### config.mk
export PLATFORM = sky130hd
export DESIGN_NAME = window_regfile_flat
export DESIGN_NICKNAME = d
export VERILOG_FILES = /design/src/rtl/window_regfile_pkg.sv /design/src/rtl/window_regfile_if.sv /design/src/rtl/window_regfile.sv /design/src/flat_wrapper.sv
export SDC_FILE = /design/constraint.sdc
export NUM_CORES = 1
export LEC_CHECK = 0
export CAP_MARGIN = 20
export CELL_PAD_IN_SITES_DETAIL_PLACEMENT = 1
export CELL_PAD_IN_SITES_GLOBAL_PLACEMENT = 1
export CORE_UTILIZATION = 48
export CTS_BUF_LIST = sky130_fd_sc_hd__clkbuf_8
export DETAILED_ROUTE_END_ITERATION = 10
export PLACE_DENSITY = 0.89
export SLEW_MARGIN = 5
export SYNTH_ARGS = -nofsm -noshare
export SYNTH_HDL_FRONTEND = slang
export SYNTH_SLANG_ARGS = --single-unit
### constraint.sdc
create_clock -name clk -period 5.2 [get_ports clk]
set_input_delay 0.52 -clock clk [delete_from_list [all_inputs] [get_ports clk]]
set_output_delay 0.52 -clock clk [all_outputs]
set_load 0.1 [all_outputs]
### src/rtl/window_regfile_pkg.sv
// Constants, typedefs and the logical-to-physical register mapping shared
// by the controller, the datapath and the register file.
package window_regfile_pkg;

   localparam int DATA_W = 8;
   localparam int NWIN   = 4;
   localparam int LREGS  = 4;
   localparam int STRIDE = 2;
   localparam int PREGS  = NWIN * STRIDE;

   localparam int LREG_W = $clog2(LREGS);
   localparam int PIDX_W = $clog2(PREGS);
   localparam int WPTR_W = $clog2(NWIN);
   localparam int SUM_W  = PIDX_W + 1;

   typedef logic [DATA_W-1:0] data_t;
   typedef logic [LREG_W-1:0] lreg_t;
   typedef logic [PIDX_W-1:0] pidx_t;
   typedef logic [WPTR_W-1:0] wptr_t;

   // PREGS is a power of two, so dropping the carry bit is the modulo.
   function automatic pidx_t phys_idx(input wptr_t w, input lreg_t l);
      logic [SUM_W-1:0] sum;
      sum = SUM_W'(w) * SUM_W'(STRIDE) + SUM_W'(l);
      return sum[PIDX_W-1:0];
   endfunction

endpackage

### src/rtl/window_regfile_if.sv
// Controller/datapath-facing bus of the windowed register file.
interface window_regfile_if;
   import window_regfile_pkg::*;

   lreg_t        ra1;
   lreg_t        ra2;
   data_t        rd1;
   data_t        rd2;
   lreg_t        wa;
   data_t        wd;
   logic         regWriteEn;
   logic         changewnd;
   logic [7:0]   func;
   wptr_t        cwp;

   modport master (
      output ra1, ra2, wa, wd, regWriteEn, changewnd, func,
      input  rd1, rd2, cwp
   );

   modport slave (
      input  ra1, ra2, wa, wd, regWriteEn, changewnd, func,
      output rd1, rd2, cwp
   );

endinterface

### src/rtl/window_regfile.sv
// Windowed register file: overlapping windows selected by a registered CWP,
// two combinational read ports and one clocked write port.
module window_regfile
   import window_regfile_pkg::*;
(
   input  logic             clk,
   input  logic             rst_n,
   window_regfile_if.slave  bus
);

   wptr_t cwp_reg;
   data_t regs [PREGS];
   pidx_t wr_idx;
   logic  unused_func;

   // Write index uses the pre-edge window, so a write paired with a window
   // change lands in the old window.
   assign wr_idx = phys_idx(cwp_reg, bus.wa);

   genvar gi;
   generate
      for (gi = 0; gi < PREGS; gi++) begin : g_preg
         data_t val_reg;

         always_ff @(posedge clk or negedge rst_n) begin
            if (!rst_n) begin
               val_reg <= '0;
            end else if (bus.regWriteEn == 1'b1 && wr_idx == pidx_t'(gi)) begin
               val_reg <= bus.wd;
            end
         end

         assign regs[gi] = val_reg;
      end
   endgenerate

   always_ff @(posedge clk or negedge rst_n) begin
      if (!rst_n) begin
         cwp_reg <= '0;
      end else if (bus.changewnd == 1'b1) begin
         cwp_reg <= bus.func[WPTR_W-1:0];
      end
   end

   assign bus.rd1 = regs[phys_idx(cwp_reg, bus.ra1)];
   assign bus.rd2 = regs[phys_idx(cwp_reg, bus.ra2)];
   assign bus.cwp = cwp_reg;

   // Only the low func bits select a window.
   assign unused_func = ^bus.func[7:WPTR_W];

   a_strobes_known: assert property (
      @(posedge clk) disable iff (!rst_n)
      !$isunknown(bus.regWriteEn) && !$isunknown(bus.changewnd)
   );

endmodule

### src/flat_wrapper.sv
// flat-port wrapper written by rule: the top's interface ports become plain ports
module window_regfile_flat import window_regfile_pkg::*;
  (clk, rst_n, bus_ra1, bus_ra2, bus_wa, bus_wd, bus_regWriteEn, bus_changewnd, bus_func, bus_rd1, bus_rd2, bus_cwp);
  window_regfile_if bus_i ();
  input  logic clk;
  input  logic rst_n;
  input wire logic [$bits(bus_i.ra1)-1:0] bus_ra1;
  input wire logic [$bits(bus_i.ra2)-1:0] bus_ra2;
  input wire logic [$bits(bus_i.wa)-1:0] bus_wa;
  input wire logic [$bits(bus_i.wd)-1:0] bus_wd;
  input wire logic [$bits(bus_i.regWriteEn)-1:0] bus_regWriteEn;
  input wire logic [$bits(bus_i.changewnd)-1:0] bus_changewnd;
  input wire logic [$bits(bus_i.func)-1:0] bus_func;
  output wire logic [$bits(bus_i.rd1)-1:0] bus_rd1;
  output wire logic [$bits(bus_i.rd2)-1:0] bus_rd2;
  output wire logic [$bits(bus_i.cwp)-1:0] bus_cwp;
  assign bus_i.ra1 = bus_ra1;
  assign bus_i.ra2 = bus_ra2;
  assign bus_i.wa = bus_wa;
  assign bus_i.wd = bus_wd;
  assign bus_i.regWriteEn = bus_regWriteEn;
  assign bus_i.changewnd = bus_changewnd;
  assign bus_i.func = bus_func;
  assign bus_rd1 = bus_i.rd1;
  assign bus_rd2 = bus_i.rd2;
  assign bus_cwp = bus_i.cwp;
  window_regfile u_core (.clk(clk), .rst_n(rst_n), .bus(bus_i));
endmodule
== Word level (Yosys, flattened, before mapping) ==
Index checks and enable logic that the tools add are counted.

* Output and inout port bits: 18
* Logic and storage cells: 38
* Register bits: 66

* Reduce and logical (&&, ||, !) cells: 9
* Muxes and demuxes: 6
* Equal/unequal tests: 7
* Bitwise logic cells: 2
* Order comparisons: 2
* Add/subtract/negate cells: 3

{| class="wikitable"
|+ Operators by type and width
! operator !! count
|-
| $bmux W8 S3 || 2
|-
| $mux W8 || 4
|-
| $eq A3 B3 Y1 const B || 4
|-
| $add A3 B2 Y3 || 3
|-
| $ge A4 B4 Y1 const B || 2
|-
| $logic_and A1 B1 Y1 || 8
|-
| $not A3 Y4 || 2
|-
| $eq A3 B2 Y1 const B || 2
|-
| $eq A3 B1 Y1 const B || 1
|-
| $logic_not A3 Y1 || 1
|}

== Longest topological paths before layout ==
Gate-level depths: netlist of the first run.

* Word-level depth: 5
* Gate-level depth with buffers: 5
* Depth with buffers taken out: 4

== Least setup slack after synthesis of the first run ==
No wires, ideal clock.

* Path type: reg2out
* From: register u_core.cwp_reg[0] (netlist: u_core.bus.cwp[0])
* To: output port bus_rd2[0]
* Required time: 4.680 ns
* Arrival time: 2.650 ns
* Buffers on the path: 2
* Stages on the path, launching flop included: 6
* Slack: 2.030 ns
* Path through: dfrtp_1 -> ha_1 -> buf_2 -> buf_4 -> mux4_2 -> mux2_2

* Word-level cells in the longest chain between the ends: 5

{| class="wikitable"
|+ RTL lines
! element !! line !! RTL
|-
| start, declared || window_regfile.sv:11 || <nowiki>wptr_t cwp_reg;</nowiki>
|-
| start signal, assigned || window_regfile.sv:41 || <nowiki>cwp_reg <= bus.func[WPTR_W-1:0];</nowiki>
|-
| $add A3 B2 Y3 || window_regfile_pkg.sv:24 || <nowiki>sum = SUM_W'(w) * SUM_W'(STRIDE) + SUM_W'(l);</nowiki>
|-
| $not A3 Y4 (implied by the code) || window_regfile.sv:46 || <nowiki>assign bus.rd2 = regs[phys_idx(cwp_reg, bus.ra2)];</nowiki>
|-
| $bmux W8 S3 || window_regfile.sv:46 ||
|-
| $mux W8 (implied by the code) (2 in a row) || window_regfile.sv:46 ||
|-
| end, declared || flat_wrapper.sv:15 || <nowiki>output wire logic [$bits(bus_i.rd2)-1:0] bus_rd2;</nowiki>
|}

Every way passes these cells. The select of a mux whose other input is x is not followed.

== Worst setup path in the final report of the first run ==
* From: input port bus_ra1[1]
* To: output port bus_rd1[5]

* Word-level cells in the longest chain between the ends: 5

{| class="wikitable"
|+ RTL lines
! element !! line !! RTL
|-
| start, declared || flat_wrapper.sv:7 || <nowiki>input wire logic [$bits(bus_i.ra1)-1:0] bus_ra1;</nowiki>
|-
| $add A3 B2 Y3 || window_regfile_pkg.sv:24 ||
|-
| $not A3 Y4 (implied by the code) || window_regfile.sv:45 || <nowiki>assign bus.rd1 = regs[phys_idx(cwp_reg, bus.ra1)];</nowiki>
|-
| $bmux W8 S3 || window_regfile.sv:45 ||
|-
| $mux W8 (implied by the code) (2 in a row) || window_regfile.sv:45 ||
|-
| end, declared || flat_wrapper.sv:14 || <nowiki>output wire logic [$bits(bus_i.rd1)-1:0] bus_rd1;</nowiki>
|}

Every way passes these cells. The select of a mux whose other input is x is not followed.

==> results.py, run 1 <==
metrics = {
    "clocking": {
        "clkTransAtPathRegs_ns": 0.08,
        "numCtsBuffers": 9,
        "clock_path_buffers": 2,
        "cts_sinks": 66,
        "clkLatencyLatePin_ns": 0.36,
        "cts_tree": "yes",
        "postCtsResizedCells": 0,
        "cts_root_buf": "clkbuf_8",
        "cts-htree-levels": 3,
        "postCtsSetupRepairBufs": 0,
        "cts_hold_buf": 0,
    },
    "sta": {
        "fin_crit_sh": 0.807,
        "fmax_mhz": 238,
        "tns_ns": 0,
        "fin_skew_ns": 0.00657,
        "setup_violations": 0,
        "worst_slew_pin_slew_ns": 0.996,
        "drv_slew": 0,
        "maxSlewHeadroom": 0.334,
        "hold_viol": 0,
        "fin_crit_ns": 4.20,
        "rsz0062_at_grt": "false",
    },
    "setup_path": {
        "cp.required_ns": 4.68,
        "end_kind": "output pin",
        "startpoint_type": "primary input",
        "critical_path.max_fanout": 16,
        "arrival_ns": 3.68,
        "crit_type": "primary input to output pin",
    },
    "grt": {
        "grt_max_degree": 67,
        "grt_pass1_wl_mm": 14.0,
        "grt-ovfl-total": 0,
        "grt_util_all_layers": 0.261,
        "grt_pass1_vias": 2377,
        "antenna_found_initial": 0,
    },
    "placement": {
        "routabilityCongestion": 0.738,
        "hpwl_mm": 5.45,
        "portBuffers": 37,
    },
    "detailed_routing": {
        "ant_nets": 0,
        "drt-total-wl_mm": 8.77,
        "drt_drc_violations_left": 0,
        "drt-pass1-iter-count": 4,
        "num_vias": 2159,
        "via_per_inst": 6.10,
        "drt_iter0_drc": 65,
        "wl_per_cell_um": 24.8,
    },
    "synth": {
        "yosysUniqueCellTypes": 19,
        "netlist_area_mm2": 0.00357,
        "synth_top_area_frac": 0.462,
        "syn-instance-count": 208,
        "synthTopCellsByArea": "dfrtp_1 (46%), mux2_2 (26%), mux4_2 (20%)",
        "ys_seq_area_frac": 0.462,
        "avgSynthCellArea_um2": 17.2,
        "synth_nets": 237,
        "yosys_warnings": 0,
        "yosysTopAreaCell": "dfrtp_1",
        "synth-seq-cells": 66,
    },
    "floorplan": {
        "core_area_mm2": 0.00721,
        "fp-row-count": 31,
        "dieArea_mm2": 0.00780,
        "die_height_um": 88.3,
        "die_x_um": 88.3,
        "start_util": 0.495,
        "io-pin-count": 44,
    },
    "cells_and_area": {
        "largest_reg_flops": 64,
        "syn_to_final_growth_pct": 20.1,
        "drive_gt1_frac": 0.565,
        "insertedDiodeCount": 0,
        "fin_nets": 279,
    },
    "power_and_ir_drop": {
        "total_leakage_power_uw": 0.00169,
        "total_power_uw": 2840,
        "vdd_drop_max_mv": 0.474,
        "power.density_mw_per_mm2": 662,
    },
    "hold_path": {
        "hp-class": "primary input to async pin",
    },
    "job": {
        "maxCapViolCount": 0,
    },
    "run_status": {
        "outcome": "completed",
    },
}
## cells in the mapped netlist
cell,instances
nor2_2,2
ha_1,3
nand2_2,1
nor3b_1,1
mux2_1,1
xor2_4,2
nand3_1,1
xor2_2,1
buf_4,4
nor3_2,2
xnor2_2,1
buf_2,2
nand2_1,3
buf_6,1
mux2_2,81
nor3_4,2
dfrtp_1,66
mux4_2,32
buf_1,2
## power breakdown
group	total [uW]	leakage (uW)	internal (uW)	switching [uW]
clock network	572	0.000129	367	206
registers	901	0.000790	721	180
logic	1370	0.000773	557	812
## through the flow
step	utilization	instances	hold slack [ns]	instance area [um2]	setup WS, ns
after global placement	0.558	338	0.497	4030	1.05
after global routing	0.595	354	0.430	4290	0.904
after floorplan	-	208	0.224	3570	2.03
after CTS	0.595	354	0.390	4290	0.989
final	0.595	354	0.354	4290	1.00
after detailed placement	0.558	338	0.517	4030	1.02
## final timing paths
path | from | to | slack (ns) | cells past startpoint
max in group asynchronous | rst_n | u_core.g_preg[6].val_reg[7]$_DFFE_PN0P_ | 4.29 | 2
worst max register to register | u_core.bus.cwp[0]$_DFFE_PN0P_ | u_core.g_preg[2].val_reg[5]$_DFFE_PN0P_ | 2.90 | 4
worst max-delay path | bus_ra1[1] | bus_rd1[5] | 1.00 | 6
worst min register to register | u_core.g_preg[3].val_reg[7]$_DFFE_PN0P_ | u_core.g_preg[3].val_reg[7]$_DFFE_PN0P_ | 0.53 | 1
min in group clk | u_core.g_preg[3].val_reg[7]$_DFFE_PN0P_ | u_core.g_preg[3].val_reg[7]$_DFFE_PN0P_ | 0.53 | 1
worst min-delay path | rst_n | u_core.g_preg[5].val_reg[5]$_DFFE_PN0P_ | 0.35 | 2
## cells by family (layout without fill, tap and decap cells)
group / after synthesis / after routing / synth area share
multiplexers: 114 / 114 / 0.460
adder cells (fa/ha/maj): 3 / 3 / 0.0105
XOR/XNOR: 4 / 4 / 0.0245
buffers and inverters: 9 / 56 / 0.0165
flip-flops: 66 / 66 / 0.462
AND/OR/NAND/NOR: 12 / 12 / 0.0266
## critical path: stages
cell and delay, ns:
clkdlybuf4s50_1 0.46, ha_1 0.24, xor2_4 0.59, mux4_2 0.60, mux2_2 0.28, clkdlybuf4s50_1 0.97
## cells in the final DEF, fill, tap and decap left out, drive strengths merged, types with 2 or more instances in the layout
cell type	count
bufinv	4
mux4	32
clkinv	2
clkdlybuf4s50	36
nor2	2
buf	4
xor2	3
nand2	4
dfrtp	66
ha	3
clkbuf	9
nor3	4
mux2	82
## metal layers
metal	vias up	wire length (um)	GRT usage
met1	1185	3570	0.329
met3	21	254	0.0550
met2	49	4670	0.441
met4	0	272	0.110
li1	904	-	-
met5	-	0	0
## layout make-up
type	count	area, um2
multi-input combinational	133	1860
fill	670	2920
tap	99	124
timing repair buffer	40	388
clock inverter	7	141
sequential	66	1650
clock buffer	9	124
No activity file was read; power rests on OpenSTA's default activity.
==> run 2: changes to the inputs <==
Settings changed: CORE_UTILIZATION 48 to 44, PLACE_DENSITY 0.89 to 0.86.
Clock period 5.2 ns to 3.6 ns, I/O delays scaled along.
==> run 2 against run 1 <==
Compared with the run above: clock-buffer cell count grew 2; critical path depth unchanged; flip-flop and latch count unchanged; utilization down 3.4 points; clock power down 7.2%; cell area increased by 2.0%; clock skew down 0.0018 ns; largest cell class unchanged; largest power group unchanged.
==> results.py, run 2 (synthesized netlist as in run 1, its figures left out) <==
metrics = {
    "placement": {
        "hpwl_mm": 5.87,
        "routabilityCongestion": 0.755,
        "portBuffers": 37,
    },
    "clocking": {
        "clkTransAtPathRegs_ns": 0.07,
        "numCtsBuffers": 9,
        "postCtsSetupRepairBufs": 0,
        "cts_tree": "yes",
        "postCtsResizedCells": 0,
        "cts_sinks": 66,
        "cts_hold_buf": 0,
        "clkLatencyLatePin_ns": 0.34,
        "clock_path_buffers": 2,
        "cts-htree-levels": 3,
        "cts_root_buf": "clkbuf_8",
    },
    "sta": {
        "fin_crit_sh": 0.834,
        "maxSlewHeadroom": 0.346,
        "setup_violations": 0,
        "fmax_mhz": 333,
        "worst_slew_pin_slew_ns": 0.977,
        "fin_crit_ns": 3.00,
        "drv_slew": 0,
        "tns_ns": 0,
        "hold_viol": 0,
        "rsz0062_at_grt": "false",
        "fin_skew_ns": 0.00477,
    },
    "setup_path": {
        "arrival_ns": 2.64,
        "end_kind": "output pin",
        "reg2regPathDepth": 4,
        "rrSetupSlack_ns": 1.41,
        "crit_type": "flip-flop to output pin",
        "rr_startpoint": "u_core.bus.cwp[0]$_DFFE_PN0P_",
        "critical_path.max_fanout": 11,
        "startpoint_type": "flip-flop",
        "cp.required_ns": 3.24,
        "r2r_end": "u_core.g_preg[3].val_reg[3]$_DFFE_PN0P_",
    },
    "grt": {
        "grt_pass1_vias": 2472,
        "grt_max_degree": 36,
        "grt-ovfl-total": 0,
        "antenna_found_initial": 0,
        "grt_pass1_wl_mm": 14.2,
        "grt_util_all_layers": 0.235,
    },
    "power_and_ir_drop": {
        "p_switching_uw": 1740,
        "power_frac_comb": 0.557,
        "total_power_uw": 4100,
        "switching_share": 0.424,
        "power.density_mw_per_mm2": 937,
        "vdd_drop_max_mv": 0.800,
        "clockPowerShare": 0.129,
        "p_int_uw": 2370,
        "seqPwrFrac": 0.313,
        "total_leakage_power_uw": 0.00176,
    },
    "cells_and_area": {
        "fill_cells": 734,
        "fin_nets": 283,
        "syn_to_final_growth_pct": 22.5,
        "insertedDiodeCount": 0,
        "drive_gt1_frac": 0.621,
        "largest_reg_flops": 64,
        "final_cell_mix": "mux2_2 (81), dfrtp_1 (66), mux4_2 (32)",
        "final_common_cell": "mux2_2",
    },
    "floorplan": {
        "start_util": 0.458,
        "dieArea_mm2": 0.00849,
        "core_area_mm2": 0.00781,
        "die_height_um": 92.1,
        "fp-row-count": 32,
        "io-pin-count": 44,
        "die_x_um": 92.1,
    },
    "job": {
        "maxCapViolCount": 0,
    },
    "detailed_routing": {
        "ant_nets": 0,
        "drt-total-wl_mm": 8.63,
        "via_per_inst": 5.94,
        "drt_drc_violations_left": 0,
        "wl_per_cell_um": 24.1,
        "drt_iter0_drc": 86,
        "num_vias": 2126,
        "drt-pass1-iter-count": 4,
    },
    "run_status": {
        "outcome": "completed",
    },
    "hold_path": {
        "hp-class": "primary input to async pin",
    },
}
run 2: per-layer routing:
| metal | routed length [um] | vias up | track usage |
|---|---|---|---|
| li1 | - | 916 | - |
| met1 | 3470 | 1142 | 0.287 |
| met5 | 0 | - | 0 |
| met2 | 4690 | 51 | 0.410 |
| met3 | 248 | 17 | 0.0265 |
| met4 | 218 | 0 | 0.126 |
run 2: worst max-delay path, cell delays in order (launching register included):
cell and delay [ns]:
dfrtp_1 0.45, ha_1 0.30, xor2_4 0.48, buf_4 0.26, mux4_2 0.32, mux2_2 0.32
buf_12 0.18
run 2: power groups by stage:
stage	Clock [uW]	Combinational (uW)	Sequential (uW)
after floorplan	0	1610	1210
after global placement	0	2240	1250
after detailed placement	0	2300	1300
after CTS	545	2310	1280
after global routing	571	2380	1330
final	531	2290	1290
run 2: area by class of cell:
type / count / area, um2 / share of cell area
repair buffers: 44 / 578 / 0.132
clock buffers: 11 / 151 / 0.0346
flip-flops and latches: 66 / 1650 / 0.377
well taps: 102 / 128 / 0.0291
clock inverters: 2 / 7.51 / 0.00171
multi-input cells: 133 / 1860 / 0.426
run 2: through the flow:
step	instance area, um2	std cells	hold slack, ns	utilization	setup slack [ns]
final	4380	358	0.0993	0.561	0.598
after global routing	4380	358	0.147	0.561	0.501
after CTS	4380	358	0.112	0.561	0.568
after detailed placement	4220	345	0.484	0.541	0.638
after global placement	4220	345	0.469	0.541	0.687
after floorplan	3570	208	0.0644	-	0.590
run 2: how the worst max path moves through the flow:
stage | cells after the start | start | slack [ns] | endpoint
after floorplan | 5 | u_core.bus.cwp[0]$_DFFE_PN0P_ | 0.59 | bus_rd2[0]
after global placement | 6 | bus_ra2[1] | 0.69 | bus_rd2[5]
after detailed placement | 7 | bus_ra2[1] | 0.64 | bus_rd2[0]
after CTS | 6 | u_core.bus.cwp[0]$_DFFE_PN0P_ | 0.57 | bus_rd2[0]
after global routing | 6 | u_core.bus.cwp[0]$_DFFE_PN0P_ | 0.50 | bus_rd1[0]
final | 6 | u_core.bus.cwp[0]$_DFFE_PN0P_ | 0.60 | bus_rd2[0]
